==> config.mk <==
export PLATFORM = sky130hd
export DESIGN_NAME = hazard_stall_ctrl
export DESIGN_NICKNAME = d
export VERILOG_FILES = /design/src/rtl/hazard_stall_ctrl_pkg.sv /design/src/rtl/hazard_stall_ctrl_sat_counter.sv /design/src/rtl/hazard_stall_ctrl.sv
export SDC_FILE = /design/constraint.sdc
export NUM_CORES = 1
export LEC_CHECK = 0
export ABC_AREA = 1
export BUFFER_PORTS_ARGS = -buffer_cell sky130_fd_sc_hd__buf_2
export CAP_MARGIN = 10
export CORE_MARGIN = 3
export CORE_UTILIZATION = 49
export DETAILED_ROUTE_END_ITERATION = 10
export PLACE_DENSITY = 0.79
export SLEW_MARGIN = 20
export SYNTH_ARGS = -nofsm -noshare
export SYNTH_HDL_FRONTEND = slang
export SYNTH_SLANG_ARGS = --single-unit
==> constraint.sdc <==
create_clock -name clk -period 2.34 [get_ports clk]
set_clock_uncertainty 0.2 [all_clocks]
set_input_delay 0.351 -clock clk [delete_from_list [all_inputs] [get_ports clk]]
set_output_delay 0.351 -clock clk [all_outputs]
set_load 0.01 [all_outputs]
==> src/rtl/hazard_stall_ctrl_pkg.sv <==
// hazard_stall_ctrl_pkg
//   Shared definitions for the pipeline stall/flush controller.
//   state_t      : controller state encoding (RUN / DMISS / IMISS)
//   REG_ZERO     : architectural register 0, never a hazard source
//   CNT_SIZE_DEF : default width of the stall and perf counters
package hazard_stall_ctrl_pkg;

    typedef enum logic [1:0] {
        ST_RUN   = 2'd0,
        ST_DMISS = 2'd1,
        ST_IMISS = 2'd2
    } state_t;

    localparam logic [4:0] REG_ZERO     = 5'd0;
    localparam int         CNT_SIZE_DEF = 16;

endpackage

==> src/rtl/hazard_stall_ctrl_sat_counter.sv <==
// sat_counter
//   Saturating up-counter updated on the falling clock edge, matching the
//   pipeline registers. Clear has priority over increment.
//   clk   : pipeline clock (state changes on negedge)
//   rst   : asynchronous reset, active-low
//   clr   : synchronous clear to 0
//   inc   : increment by one, holding at all-ones
//   cnt   : current count
module sat_counter
    import hazard_stall_ctrl_pkg::*;
#(
    parameter int width = CNT_SIZE_DEF
) (
    input  logic             clk,
    input  logic             rst,
    input  logic             clr,
    input  logic             inc,
    output logic [width-1:0] cnt
);

    always_ff @(negedge clk or negedge rst) begin
        if (!rst) begin
            cnt <= '0;
        end else if (clr) begin
            cnt <= '0;
        end else if (inc && (cnt != '1)) begin
            cnt <= cnt + 1'b1;
        end
    end

endmodule

==> src/rtl/hazard_stall_ctrl.sv <==
// hazard_stall_ctrl
//   Central stall/flush controller for the 5-stage pipeline with I/D caches.
//   Hold/flush outputs are combinational from the current state and inputs;
//   state, stall_cnt and timeout_err update on the falling clock edge.
//   Optional build macro: HAZARD_PERF_CNT_EN adds perf_loaduse,
//   perf_dmiss_cyc and perf_imiss_cyc saturating counters.
//
//   Inputs : clk, rst (async, active-low), EX_Read_enable, EX_WR_out,
//            ID_Rs, ID_Rt, ID_uses_rt, ID_branch_taken, I_ready,
//            MEM_D_req, D_ready
//   Outputs: PCWrite, IFIDWrite, IDEXWrite, EXMEMWrite, MEMWBWrite
//            (1 = hold), IF_Flush, ID_Flush, stall_cnt, timeout_err
//
//   state    | meaning
//   ---------+------------------------------------------------------------
//   ST_RUN   | normal flow; load-use and branch flushes evaluated here
//   ST_DMISS | waiting on D-cache; whole pipeline held
//   ST_IMISS | waiting on I-cache; PC held, bubbles fed into IF/ID
module hazard_stall_ctrl
    import hazard_stall_ctrl_pkg::*;
#(
    parameter int cnt_size     = CNT_SIZE_DEF,
    parameter int miss_timeout = 255
) (
    input  logic                clk,
    input  logic                rst,
    input  logic                EX_Read_enable,
    input  logic [4:0]          EX_WR_out,
    input  logic [4:0]          ID_Rs,
    input  logic [4:0]          ID_Rt,
    input  logic                ID_uses_rt,
    input  logic                ID_branch_taken,
    input  logic                I_ready,
    input  logic                MEM_D_req,
    input  logic                D_ready,
    output logic                PCWrite,
    output logic                IFIDWrite,
    output logic                IDEXWrite,
    output logic                EXMEMWrite,
    output logic                MEMWBWrite,
    output logic                IF_Flush,
    output logic                ID_Flush,
`ifdef HAZARD_PERF_CNT_EN
    output logic [cnt_size-1:0] perf_loaduse,
    output logic [cnt_size-1:0] perf_dmiss_cyc,
    output logic [cnt_size-1:0] perf_imiss_cyc,
`endif
    output logic [cnt_size-1:0] stall_cnt,
    output logic                timeout_err
);

    localparam logic [cnt_size-1:0] TIMEOUT_VAL = cnt_size'(miss_timeout);

    state_t state;
    state_t next_state;
    logic   d_miss;
    logic   load_use;
    logic   pc_hold, ifid_hold, down_hold, if_flush, id_flush;
    logic   cnt_clr;
    logic   at_limit;
    logic   err_q;

    always_comb begin
        d_miss    = MEM_D_req && !D_ready;
        load_use  = (state == ST_RUN) && EX_Read_enable && (EX_WR_out != REG_ZERO) &&
                    ((EX_WR_out == ID_Rs) || (ID_uses_rt && (EX_WR_out == ID_Rt)));
        pc_hold    = 1'b0;
        ifid_hold  = 1'b0;
        down_hold  = 1'b0;
        if_flush   = 1'b0;
        id_flush   = 1'b0;
        next_state = ST_RUN;

        if (d_miss) begin
            pc_hold    = 1'b1;
            ifid_hold  = 1'b1;
            down_hold  = 1'b1;
            next_state = ST_DMISS;
        end else if (state == ST_DMISS) begin
            // Release cycle: everything moves; an outstanding I-miss is
            // picked up again from the next cycle.
            next_state = I_ready ? ST_RUN : ST_IMISS;
        end else if (!I_ready) begin
            pc_hold    = 1'b1;
            if_flush   = 1'b1;
            next_state = ST_IMISS;
        end else if (load_use) begin
            pc_hold    = 1'b1;
            ifid_hold  = 1'b1;
            id_flush   = 1'b1;
        end else if (ID_branch_taken) begin
            if_flush   = 1'b1;
        end
    end

    always_ff @(negedge clk or negedge rst) begin
        if (!rst) begin
            state <= ST_RUN;
        end else begin
            state <= next_state;
        end
    end

    // Count restarts on return to RUN and on a DMISS<->IMISS hand-over.
    assign cnt_clr = (next_state == ST_RUN) ||
                     ((state != ST_RUN) && (next_state != state));

    sat_counter #(.width(cnt_size)) u_stall_cnt (
        .clk (clk),
        .rst (rst),
        .clr (cnt_clr),
        .inc (1'b1),
        .cnt (stall_cnt)
    );

    assign at_limit = (state != ST_RUN) && (stall_cnt == TIMEOUT_VAL);

    always_ff @(negedge clk or negedge rst) begin
        if (!rst) begin
            err_q <= 1'b0;
        end else if (at_limit) begin
            err_q <= 1'b1;
        end
    end

    assign timeout_err = rst & (err_q | at_limit);

    assign PCWrite    = rst & pc_hold;
    assign IFIDWrite  = rst & ifid_hold;
    assign IDEXWrite  = rst & down_hold;
    assign EXMEMWrite = rst & down_hold;
    assign MEMWBWrite = rst & down_hold;
    assign IF_Flush   = rst & if_flush;
    assign ID_Flush   = rst & id_flush;

`ifdef HAZARD_PERF_CNT_EN
    // ID_Flush is raised only for a load-use bubble.
    sat_counter #(.width(cnt_size)) u_perf_loaduse (
        .clk (clk),
        .rst (rst),
        .clr (1'b0),
        .inc (ID_Flush),
        .cnt (perf_loaduse)
    );

    sat_counter #(.width(cnt_size)) u_perf_dmiss (
        .clk (clk),
        .rst (rst),
        .clr (1'b0),
        .inc (state == ST_DMISS),
        .cnt (perf_dmiss_cyc)
    );

    sat_counter #(.width(cnt_size)) u_perf_imiss (
        .clk (clk),
        .rst (rst),
        .clr (1'b0),
        .inc (state == ST_IMISS),
        .cnt (perf_imiss_cyc)
    );
`endif

endmodule
# Word level (Yosys, flattened, before mapping)
# Cells that the tools add are included.
# word_totals
ff_bits	19
latchBits	0
ramBits	0
mem_bits_ro	0
in_bits	23
output_inout_bits	24
word_cells	50
mem_count	0
# op_classes
addsub	1
mul	0
div_mod_pow	0
magnitude_cmp	0
n_eq_ne	6
shifts	0
mux	18
n_bitwise	7
n_reduce_logical	15
# op_table
op	n
16-bit 2-to-1 mux	2
16-bit by 1-bit adder with 16-bit output (second input constant)	1
16-bit by 8-bit == test with 1-bit output (second input constant)	1
16-bit != test (second input constant)	1
1-bit 2-to-1 mux	14
5-bit == test	2
1-bit logical AND	7
1-bit AND	6
5-bit nonzero test	1
2-bit zero test	2
2-bit 2-to-1 mux	2
2-bit nonzero test	2
2-bit by 1-bit == test with 1-bit output (second input constant)	1
1-bit logical OR	2
2-bit != test	1
1-bit zero test	1
1-bit OR	1

# Logic depth before layout (Yosys ltp)
# Gate-level depths: netlist of the first run.
# logic_depth
word_depth	9
mapped_depth	10
mapped_depth_nobuf	10

# By module
# A second synthesis of the first run with hierarchy kept.
# unflattened
hier_cells	244
area_unflattened_um2	1521.5
# by_module_without_submodules
mod	instances	cells_each	area_per_inst_um2	seq_area_each_um2
sat_counter	1	144	1037.2	400.4
hazard_stall_ctrl	1	100	484.2	75.1

==> results.py, run 1 <==
metrics = {
    "worst_hold_path": {
        "min_path_cells": 2,
        "worst_hold_end": "err_q",
        "hp-start": "err_q",
        "min_path_type": "register to register",
    },
    "power_and_ir_drop": {
        "netSwitchingPower_mw": 0.215,
        "power.share.sequential": 0.490,
        "clk_network_pwr_share": 0.256,
        "internal-power_mw": 0.484,
        "vdd_drop_max_uv": 443,
        "power.switching_fraction": 0.307,
        "static_leakage_power_nw": 1.27,
        "power_frac_comb": 0.253,
        "power_density_nw_per_um2": 312,
    },
    "timing": {
        "unrepaired_setup_endpoints_after_global_routing": "yes",
        "number_of_setup_violations_in_the_final_report": 21,
        "final_hold_viol_count": 0,
        "worst_slew_margin_rel": 0.669,
        "final.setup.worst_slack_ns": -1.15,
        "actual_transition_at_the_worst_max_transition_pin_ns": 0.494,
        "slew_violations": 0,
    },
    "synth": {
        "synthDistinctLibCells": 26,
        "synth_area_um2": 1340,
        "synth_area_leader_cell": "dfrtn_1",
        "synth_async_sr_flop_share": 1.00,
        "ys_seq_elements": 19,
        "synth_seq_area_share": 0.354,
        "dominantRegCellSynth": "dfrtn_1",
        "netlist_instances": 209,
        "synthesis.yosys.warnings": 0,
        "syn_nets": 233,
        "synth.top_cells.by_area": "dfrtn_1, nand2_1, inv_1, nor2_1, nand3_1",
        "synth.top_cell.area_share": 0.354,
        "postSynthAreaPerCell_um2": 6.42,
        "number_of_enable_type_register_cells_in_the_synthesized_netlist": 0,
    },
    "layout": {
        "final.fill_count": 134,
        "number_of_antenna_cells_inserted": 0,
        "flow.area_growth_from_synthesis_pct": 66.6,
        "final_core_utilization": 0.879,
        "multi_input_comb_area_um2": 795,
        "ff_latch_area_um2": 475,
        "drive_gt1_frac": 0.429,
        "layout.nets": 328,
        "final_cell_count_no_fill": 333,
    },
    "grt": {
        "first_global_vias": 1580,
        "globalRouteMet1Util": 0.299,
        "grt_antenna_before_repair": 0,
        "grt_max_degree": 13,
        "grt_util_met2": 0.456,
        "grt_overflow": 0,
        "gr-usage-met3": 0.0439,
        "top_usage_layer": "met2",
        "wire_length_of_the_first_global_routing_pass_um": 6580,
        "grt_usage": 0.249,
    },
    "place": {
        "dp.cells": 311,
        "port_buffers": 46,
        "gp_congestion": 0.872,
        "hpwlAfterDp_um": 2850,
    },
    "routing": {
        "drt_drc_violations_left": 0,
        "via_count_of_the_routed_design": 1738,
        "routed_wire_length_um": 4810,
        "detail_route.vias_per_cell": 5.22,
        "post_drt_wl_per_cell_um": 14.4,
        "drt_iter0_drc": 127,
        "route.antenna.remaining_nets": 0,
        "first_pass_iters": 5,
    },
    "critical_path": {
        "cp.required_ns": 1.79,
        "critPathMostFrequentCell": "nor2_4",
        "beginning_of_the_worst_register_to_register_path": "u_stall_cnt.cnt[0]",
        "crit_path_max_fanout": 3,
        "rr_worst_depth": 12,
        "maximum_single_stage_delay_on_the_critical_path_ns": 0.43,
        "critical_path.endpoint_type": "output pin",
        "cpMaxStageDelayCell": "dfrtn_1",
        "r2r_slack_ns": 0.25,
        "worst_ep_arrival_time_ns": 2.94,
        "path_cells": "ha_2 > inv_2 > nor2_4 > nand2_2 > nor2_4 > nand4_1 > a21oi_2 > buf_2",
        "worstSetupStartpointType": "register",
        "path_class": "register to output pin",
        "critical_path.reg2reg.endpoint": "u_stall_cnt.cnt[14]",
    },
    "clock_network": {
        "clk_lat_worst_skew_ns": 0.31,
        "cts.clk_slew.worst_paths_ns": 0.08,
        "tritoncts": "yes",
        "tritoncts_num_sinks": 19,
        "cts_hold_buf": 0,
        "cts_max_path_buffers": 2,
        "h-tree-depth": 1,
        "clk_root_buffer_cell": "clkbuf_4",
        "cts-buffers-inserted": 3,
    },
    "floorplanning": {
        "start_util": 0.528,
        "num_io_pins": 47,
        "die_w_um": 58.3,
        "die_height_um": 58.3,
        "coreArea_um2": 2540,
        "die_area_um2": 3400,
        "fp-row-count": 18,
    },
    "run_status": {
        "failed_checks": "setup timing",
        "outcome": "complete, but fails checks",
    },
    "job": {
        "max_cap_violations": 0,
    },
}
-- metrics by stage --
stage          hold WS [ns]  instance area (um2)  setup WS (ns)  power, mW  setup TNS (ns)
6_report              0.253                 2240          -1.15      0.698           -9.90
4_1_cts               0.228                 2140          -1.08      0.684           -9.27
2_1_floorplan         0.194                 1430         -0.755      0.426           -1.98
3_5_place_dp          0.224                 1890         -0.795      0.500           -7.47
3_3_place_gp          0.209                 1890         -0.731      0.494           -7.11
5_1_grt               0.286                 2240          -1.24      0.729          -10.76
-- layout make-up --
cell class | instances | share of cell area
repair buffers | 93 | 0.333
well taps | 30 | 0.0168
clock buffers | 3 | 0.0101
flip-flops and latches | 19 | 0.213
multi-input cells | 150 | 0.355
clock inverters | 1 | 0.00336
inverters | 37 | 0.0694
-- worst max path at each step --
stage	startpoint	to	slack (ns)	cells after the start
final	u_stall_cnt.cnt[0]	timeout_err	-1.15	8
after global routing	u_stall_cnt.cnt[0]	timeout_err	-1.24	8
after CTS	u_stall_cnt.cnt[0]	timeout_err	-1.08	8
after detailed placement	u_stall_cnt.cnt[0]	timeout_err	-0.79	8
after global placement	u_stall_cnt.cnt[1]	timeout_err	-0.73	8
after floorplan	u_stall_cnt.cnt[0]	timeout_err	-0.75	7
-- repair_timing --
action	in CTS	in global routing
setup endpoints to repair	27	27
setup buffers	8	16
pin swaps	11	9
resized for setup	35	10
-- state kept, by name, summed over array words and instances (netlist names) --
signal	cells
u_stall_cnt.cnt	16
err_q	1
state	2
-- cells by family (layout without fill, tap and decap cells) --
family / count (synthesis) / count (layout) / synth area share
xor gates and xnor gates: 3 / 3 / 0.0196
buffers and inverters: 40 / 134 / 0.118
DFF: 19 / 19 / 0.354
AOI/OAI and AO/OA: 12 / 12 / 0.0531
and+or+nand+nor: 134 / 134 / 0.445
adders and majority gates: 1 / 1 / 0.00932
-- cell usage after synthesis, types with 2 or more instances --
library cell / count
inv_1: 36
nand3_1: 13
a21oi_1: 2
dfrtn_1: 19
buf_4: 2
nor4_1: 2
nand4_1: 6
nand2_1: 65
xor2_1: 2
a31oi_1: 3
nor2_1: 36
nor2_2: 2
o21ai_0: 5
or2_2: 4
-- metal layers --
| layer | wire length [um] | share of wire |
|---|---|---|
| met5 | 0 | 0 |
| met3 | 299 | 0.062 |
| met1 | 1840 | 0.38 |
| met2 | 2500 | 0.52 |
| met4 | 174 | 0.036 |
-- critical path, delay by kind of cell (launching register included) --
kind / cells / cell delay [ns]
AND/OR/NAND/NOR: 4 / 0.47
buffers and inverters: 2 / 0.19
flip-flops: 1 / 0.43
adder cells (fa/ha/maj): 1 / 0.20
AO/OA/AOI/OAI: 1 / 0.16
-- power by group through the flow --
stage / registers (mW) / clock network, mW / logic [mW]
final: 0.342 / 0.179 / 0.177
after global routing: 0.343 / 0.189 / 0.196
after CTS: 0.342 / 0.175 / 0.167
after detailed placement: 0.347 / 0 / 0.152
after global placement: 0.347 / 0 / 0.147
after floorplan: 0.352 / 0 / 0.0737
-- placed cells by master (no fill, tap or decap), types with 2 or more instances in the layout --
| master | count |
|---|---|
| nand2_1 | 61 |
| buf_4 | 34 |
| nor2_1 | 32 |
| inv_1 | 31 |
| buf_6 | 31 |
| buf_2 | 28 |
| dfrtn_1 | 19 |
| nand3_1 | 9 |
| nand4_1 | 6 |
| inv_2 | 5 |
| nand3_2 | 5 |
| nor2_2 | 4 |
| or2_2 | 4 |
| nor2_4 | 3 |
| nand2_2 | 3 |
| o21ai_1 | 3 |
| a31oi_1 | 3 |
| o21ai_0 | 3 |
| clkbuf_4 | 3 |
| nor4_1 | 2 |
| a21oi_2 | 2 |
| xor2_1 | 2 |
(Power assumes the default switching activity.)
==> inputs of run 2 (changes only) <==
Settings changed: CORE_UTILIZATION 49 to 50, CTS_BUF_LIST from default to sky130_fd_sc_hd__clkbuf_8, PLACE_DENSITY 0.79 to 0.8.
==> run 2 against run 1 <==
Compared with the run above: the run still ends with setup timing left; total power rose by 15%; global-route usage rose by 2.5 points; highest routed layer unchanged; largest power group unchanged; non-clock buffer count is 3 higher; largest cell class unchanged; flip-flop and latch count unchanged; clock power is 37% higher.
==> results.py, run 2 (synthesis results as in run 1) <==
metrics = {
    "grt": {
        "wire_length_of_the_first_global_routing_pass_um": 7030,
        "grt_usage": 0.273,
        "grt_antenna_before_repair": 0,
        "first_global_vias": 1667,
        "grt_max_degree": 15,
        "grt_overflow": 0,
    },
    "layout": {
        "flow.area_growth_from_synthesis_pct": 75.3,
        "number_of_antenna_cells_inserted": 0,
        "largest_register_ff_count": 16,
        "final_cell_mix": "nand2_1, buf_4, nor2_1",
        "multi_input_comb_area_um2": 835,
        "largest_register": "u_stall_cnt.cnt",
        "mostFrequentLayoutCell": "nand2_1",
        "ff_latch_area_um2": 475,
        "final_cell_count_no_fill": 336,
        "layout_top_registers": "u_stall_cnt.cnt: 16 flops, state: 2 flops, err_q: 1 flops",
        "layout.nets": 331,
        "final.fill_count": 93,
        "drive_gt1_frac": 0.464,
        "layout.cell_area.non_filler_um2": 2350,
    },
    "routing": {
        "via_count_of_the_routed_design": 2042,
        "first_pass_iters": 6,
        "route.antenna.remaining_nets": 0,
        "drt_iter0_drc": 277,
        "detail_route.vias_per_cell": 6.08,
        "post_drt_wl_per_cell_um": 20.0,
        "routed_wire_length_um": 6730,
        "drt_drc_violations_left": 0,
    },
    "floorplanning": {
        "die_height_um": 57.8,
        "start_util": 0.532,
        "die_w_um": 57.8,
        "fp-row-count": 18,
        "coreArea_um2": 2520,
        "num_io_pins": 47,
        "die_area_um2": 3340,
    },
    "timing": {
        "actual_transition_at_the_worst_max_transition_pin_ns": 0.532,
        "unrepaired_setup_endpoints_after_global_routing": "yes",
        "worst_slew_margin_rel": 0.644,
        "final.setup.worst_slack_ns": -1.09,
        "final_hold_viol_count": 0,
        "number_of_setup_violations_in_the_final_report": 29,
        "timing.hold.ws_ns": 0.334,
        "slew_violations": 0,
        "finalSetupTns_ns": -10.24,
    },
    "critical_path": {
        "beginning_of_the_worst_register_to_register_path": "u_stall_cnt.cnt[2]",
        "crit_path_max_fanout": 2,
        "cp.required_ns": 1.79,
        "worstSetupStartpointType": "register",
        "worst_ep_arrival_time_ns": 2.88,
        "path_class": "register to output pin",
        "critical_path.endpoint_type": "output pin",
        "cp-startpoint": "u_stall_cnt.cnt[0]",
    },
    "worst_hold_path": {
        "min_path_type": "register to register",
        "hp-start": "err_q",
    },
    "clock_network": {
        "cts_max_path_buffers": 2,
        "tritoncts_num_sinks": 19,
        "clk_root_buffer_cell": "clkbuf_8",
        "cts.clk_slew.worst_paths_ns": 0.06,
        "clk_lat_worst_skew_ns": 0.28,
        "h-tree-depth": 1,
        "tritoncts": "yes",
        "cts-buffers-inserted": 3,
    },
    "power_and_ir_drop": {
        "power_density_nw_per_um2": 342,
        "static_leakage_power_nw": 1.31,
        "power.total_mw": 0.805,
        "vdd_drop_max_uv": 447,
    },
    "run_status": {
        "outcome": "complete, but fails checks",
        "failed_checks": "setup timing",
    },
    "place": {
        "gp_congestion": 0.882,
        "dpl_cell_area_um2": 1890,
        "port_buffers": 46,
        "hpwlAfterDp_um": 2830,
        "dp.cells": 311,
    },
    "job": {
        "max_cap_violations": 0,
    },
}
[run 2: where the power goes]
part	internal (mW)	switching (mW)	total, mW	leakage [nW]
sequential	0.337	0.00602	0.343	0.261
clock	0.119	0.127	0.246	0.0255
combinational	0.0979	0.118	0.216	1.02
[run 2: routing by layer]
metal | GRT usage | vias to the layer above | share of wire
li1 | - | 839 | -
met1 | 0.301 | 952 | 0.34
met2 | 0.521 | 189 | 0.50
met3 | 0.0646 | 62 | 0.097
met4 | 0.0695 | 0 | 0.068
met5 | 0 | - | 0
[run 2: path summary, 6_finish.rpt]
| kind | endpoint | slack, ns | depth (start not counted) |
|---|---|---|---|
| max | timeout_err | -1.09 | 8 |
| min | err_q | 0.33 | 2 |
| max reg2reg | u_stall_cnt.cnt[15] | 0.10 | 9 |
| min reg2reg | err_q | 0.33 | 2 |
| max in group asynchronous | u_stall_cnt.cnt[7] | 0.75 | 2 |
| min in group asynchronous | u_stall_cnt.cnt[13] | 0.76 | 1 |
[run 2: layout make-up]
class	instances	share of cell area
Clock buffer	3	0.0175
Sequential cell	19	0.202
Multi-Input combinational cell	150	0.355
Timing Repair Buffer	96	0.342
Tap cell	30	0.0159
Clock inverter	1	0.00213
Inverter	37	0.0659
[run 2: worst max-delay path, cell delays in order, from the launching register on]
cell and delay, ns:
dfrtn_1 0.43, ha_2 0.20, inv_2 0.05, nor2_4 0.10, nand2_2 0.07, nor2_2 0.10, nand4_1 0.16, a21oi_2 0.16
buf_2 0.15
[run 2: what timing repair did]
item                                    CTS  global route
gates resized for setup                  39            25
gates cloned                              0             1
endpoints found under the hold margin     0             0
endpoints found under the setup margin   35            27
hold buffers                              0             0
buffers inserted                         12            16
pin swaps                                 8             7
[run 2: through the flow]
step / utilization / setup slack [ns]
2_1_floorplan: - / -0.755
4_1_cts: 0.869 / -0.988
5_1_grt: 0.933 / -1.16
6_report: 0.933 / -1.09
3_3_place_gp: 0.750 / -0.723
3_5_place_dp: 0.750 / -0.745
==> inputs of run 3 (changes only) <==
Settings changed: CELL_PAD_IN_SITES_DETAIL_PLACEMENT from default to 1, CELL_PAD_IN_SITES_GLOBAL_PLACEMENT from default to 1, CORE_UTILIZATION 50 to 35, PLACE_DENSITY 0.8 to default, PLACE_DENSITY_LB_ADDON from default to 0.1.
==> run 3 against run 2 <==
Compared with the run above: the flow still finishes with violations (setup timing); hold slack got worse by 0.079 ns; sequential share of layout area rose by 0.56 points; wire length rose by 4.1%; global-route usage fell by 0.78 points; setup slack got worse by 0.046 ns; clock power rose by 2%; via count fell by 9.8%; clock-buffer cell count did not move; sequential power barely moved; flip-flop and latch count did not move; critical path depth did not move; critical endpoint unchanged.
==> results.py, run 3 (synthesis results as in run 1) <==
metrics = {
    "run_status": {
        "outcome": "complete, but fails checks",
        "failed_checks": "setup timing",
    },
    "floorplanning": {
        "fp-row-count": 21,
        "start_util": 0.381,
        "coreArea_um2": 3520,
        "num_io_pins": 47,
        "die_w_um": 67.9,
        "die_height_um": 67.9,
        "die_area_um2": 4620,
    },
    "routing": {
        "wl_met3_um": 373,
        "route.antenna.remaining_nets": 0,
        "post_drt_wl_per_cell_um": 20.1,
        "drt_drc_violations_left": 0,
        "detail_route.vias_per_cell": 5.29,
        "drt_iter0_drc": 114,
        "wire_length_on_met2_um": 3620,
        "routed_wire_length_um": 7010,
        "via_count_of_the_routed_design": 1842,
        "first_pass_iters": 4,
        "maxUsedRoutingLayer": "met4",
        "wirelength_met1_um": 2660,
    },
    "grt": {
        "first_global_vias": 1864,
        "grt_antenna_before_repair": 0,
        "wire_length_of_the_first_global_routing_pass_um": 8920,
        "grt_overflow": 0,
        "grt_max_degree": 12,
        "grt_usage": 0.266,
    },
    "place": {
        "gp_congestion": 0.818,
        "dpl_cell_area_um2": 1890,
        "hpwlAfterDp_um": 3580,
        "dpl_worst_slack_ns": -0.851,
        "port_buffers": 46,
    },
    "critical_path": {
        "worst_ep_arrival_time_ns": 2.93,
        "maximum_single_stage_delay_on_the_critical_path_ns": 0.46,
        "beginning_of_the_worst_register_to_register_path": "u_stall_cnt.cnt[1]",
        "cp-startpoint": "u_stall_cnt.cnt[1]",
        "worstSetupEndpoint": "timeout_err",
        "critPathMostFrequentCell": "nor2_4",
        "cp.required_ns": 1.79,
        "cpMaxStageDelayCell": "dfrtn_1",
        "critical_path.reg2reg.endpoint": "u_stall_cnt.cnt[11]",
        "worstSetupStartpointType": "register",
        "path_cells": "ha_4 > inv_2 > nor2_4 > nand2_4 > nor2_4 > nand4_1 > a21oi_2 > buf_2",
        "r2r_slack_ns": 0.17,
        "critical_path.endpoint_type": "output pin",
        "crit_path_max_fanout": 3,
        "rr_worst_depth": 9,
        "path_class": "register to output pin",
    },
    "clock_network": {
        "cts_hold_buf": 0,
        "cts_max_path_buffers": 2,
        "h-tree-depth": 1,
        "tritoncts_num_sinks": 19,
        "clk_lat_worst_skew_ns": 0.29,
        "cts-buffers-inserted": 3,
        "cts.clk_slew.worst_paths_ns": 0.06,
        "clk_root_buffer_cell": "clkbuf_8",
        "tritoncts": "yes",
    },
    "power_and_ir_drop": {
        "vdd_drop_max_uv": 255,
        "power_density_nw_per_um2": 346,
        "static_leakage_power_nw": 1.29,
    },
    "timing": {
        "actual_transition_at_the_worst_max_transition_pin_ns": 0.462,
        "unrepaired_setup_endpoints_after_global_routing": "yes",
        "final_hold_viol_count": 0,
        "final.setup.worst_slack_ns": -1.14,
        "worst_slew_margin_rel": 0.691,
        "number_of_setup_violations_in_the_final_report": 22,
        "slew_violations": 0,
    },
    "layout": {
        "final.fill_count": 444,
        "largest_register_ff_count": 16,
        "layout.nets": 327,
        "layout.cell_area.non_filler_um2": 2290,
        "number_of_antenna_cells_inserted": 0,
        "flow.area_growth_from_synthesis_pct": 70.6,
        "largest_register": "u_stall_cnt.cnt",
        "drive_gt1_frac": 0.440,
        "multi_input_comb_area_um2": 830,
        "final_cell_mix": "nand2_1, buf_4, nor2_1",
        "mostFrequentLayoutCell": "nand2_1",
        "layout_top_registers": "u_stall_cnt.cnt: 16 flops, state: 2 flops, err_q: 1 flops",
        "ff_latch_area_um2": 475,
    },
    "job": {
        "max_cap_violations": 0,
    },
    "worst_hold_path": {
        "min_path_type": "register to register",
    },
}
[run 3: critical path: cells and delay by family, from the launching register on]
family / cells / cell delay [ns]
flip-flops: 1 / 0.46
AO/OA/AOI/OAI: 1 / 0.19
adder cells (fa/ha/maj): 1 / 0.16
AND/OR/NAND/NOR: 4 / 0.47
buffers and inverters: 2 / 0.18
[run 3: what timing repair did]
action,in CTS,in global routing
buffers inserted,14,17
pin swaps,13,12
endpoints found under the setup margin,35,26
resized for setup,39,10
[run 3: final cells by class]
cell class	count	area share
Sequential cell	19	0.208
Tap cell	46	0.0251
Clock inverter	1	0.00164
Clock buffer	3	0.0180
Inverter	37	0.0678
Timing Repair Buffer	92	0.317
Multi-Input combinational cell	150	0.362
[run 3: worst min-delay path by stage]
stage                from    end  cells past startpoint
finish              err_q  err_q                      2
detailed placement  err_q  err_q                      2
CTS                 err_q  err_q                      2
global placement    err_q  err_q                      2
global route        err_q  err_q                      2
floorplan           err_q  err_q                      2
[run 3: power breakdown]
group          internal [mW]  leakage (nW)  switching [mW]  total (mW)
Sequential             0.337         0.261         0.00751       0.345
Combinational         0.0838          1.00           0.112       0.196
Clock                  0.118        0.0269           0.133       0.251
Total                  0.539          1.29           0.253       0.791
[run 3: per-layer routing]
layer / vias up / GRT usage
met5: - / 0
met4: 0 / 0.132
met3: 30 / 0.0345
met2: 94 / 0.469
met1: 888 / 0.313
li1: 830 / -
[run 3: stage by stage]
stage / hold WS, ns / TNS, ns / utilization / std cells / power [mW]
after floorplan: 0.194 / -1.98 / - / 209 / 0.426
after global placement: 0.206 / -7.23 / 0.537 / 324 / 0.494
after detailed placement: 0.227 / -8.31 / 0.537 / 324 / 0.502
after CTS: 0.229 / -8.96 / 0.618 / 337 / 0.754
after global routing: 0.287 / -10.46 / 0.650 / 348 / 0.821
final: 0.255 / -9.76 / 0.650 / 348 / 0.791
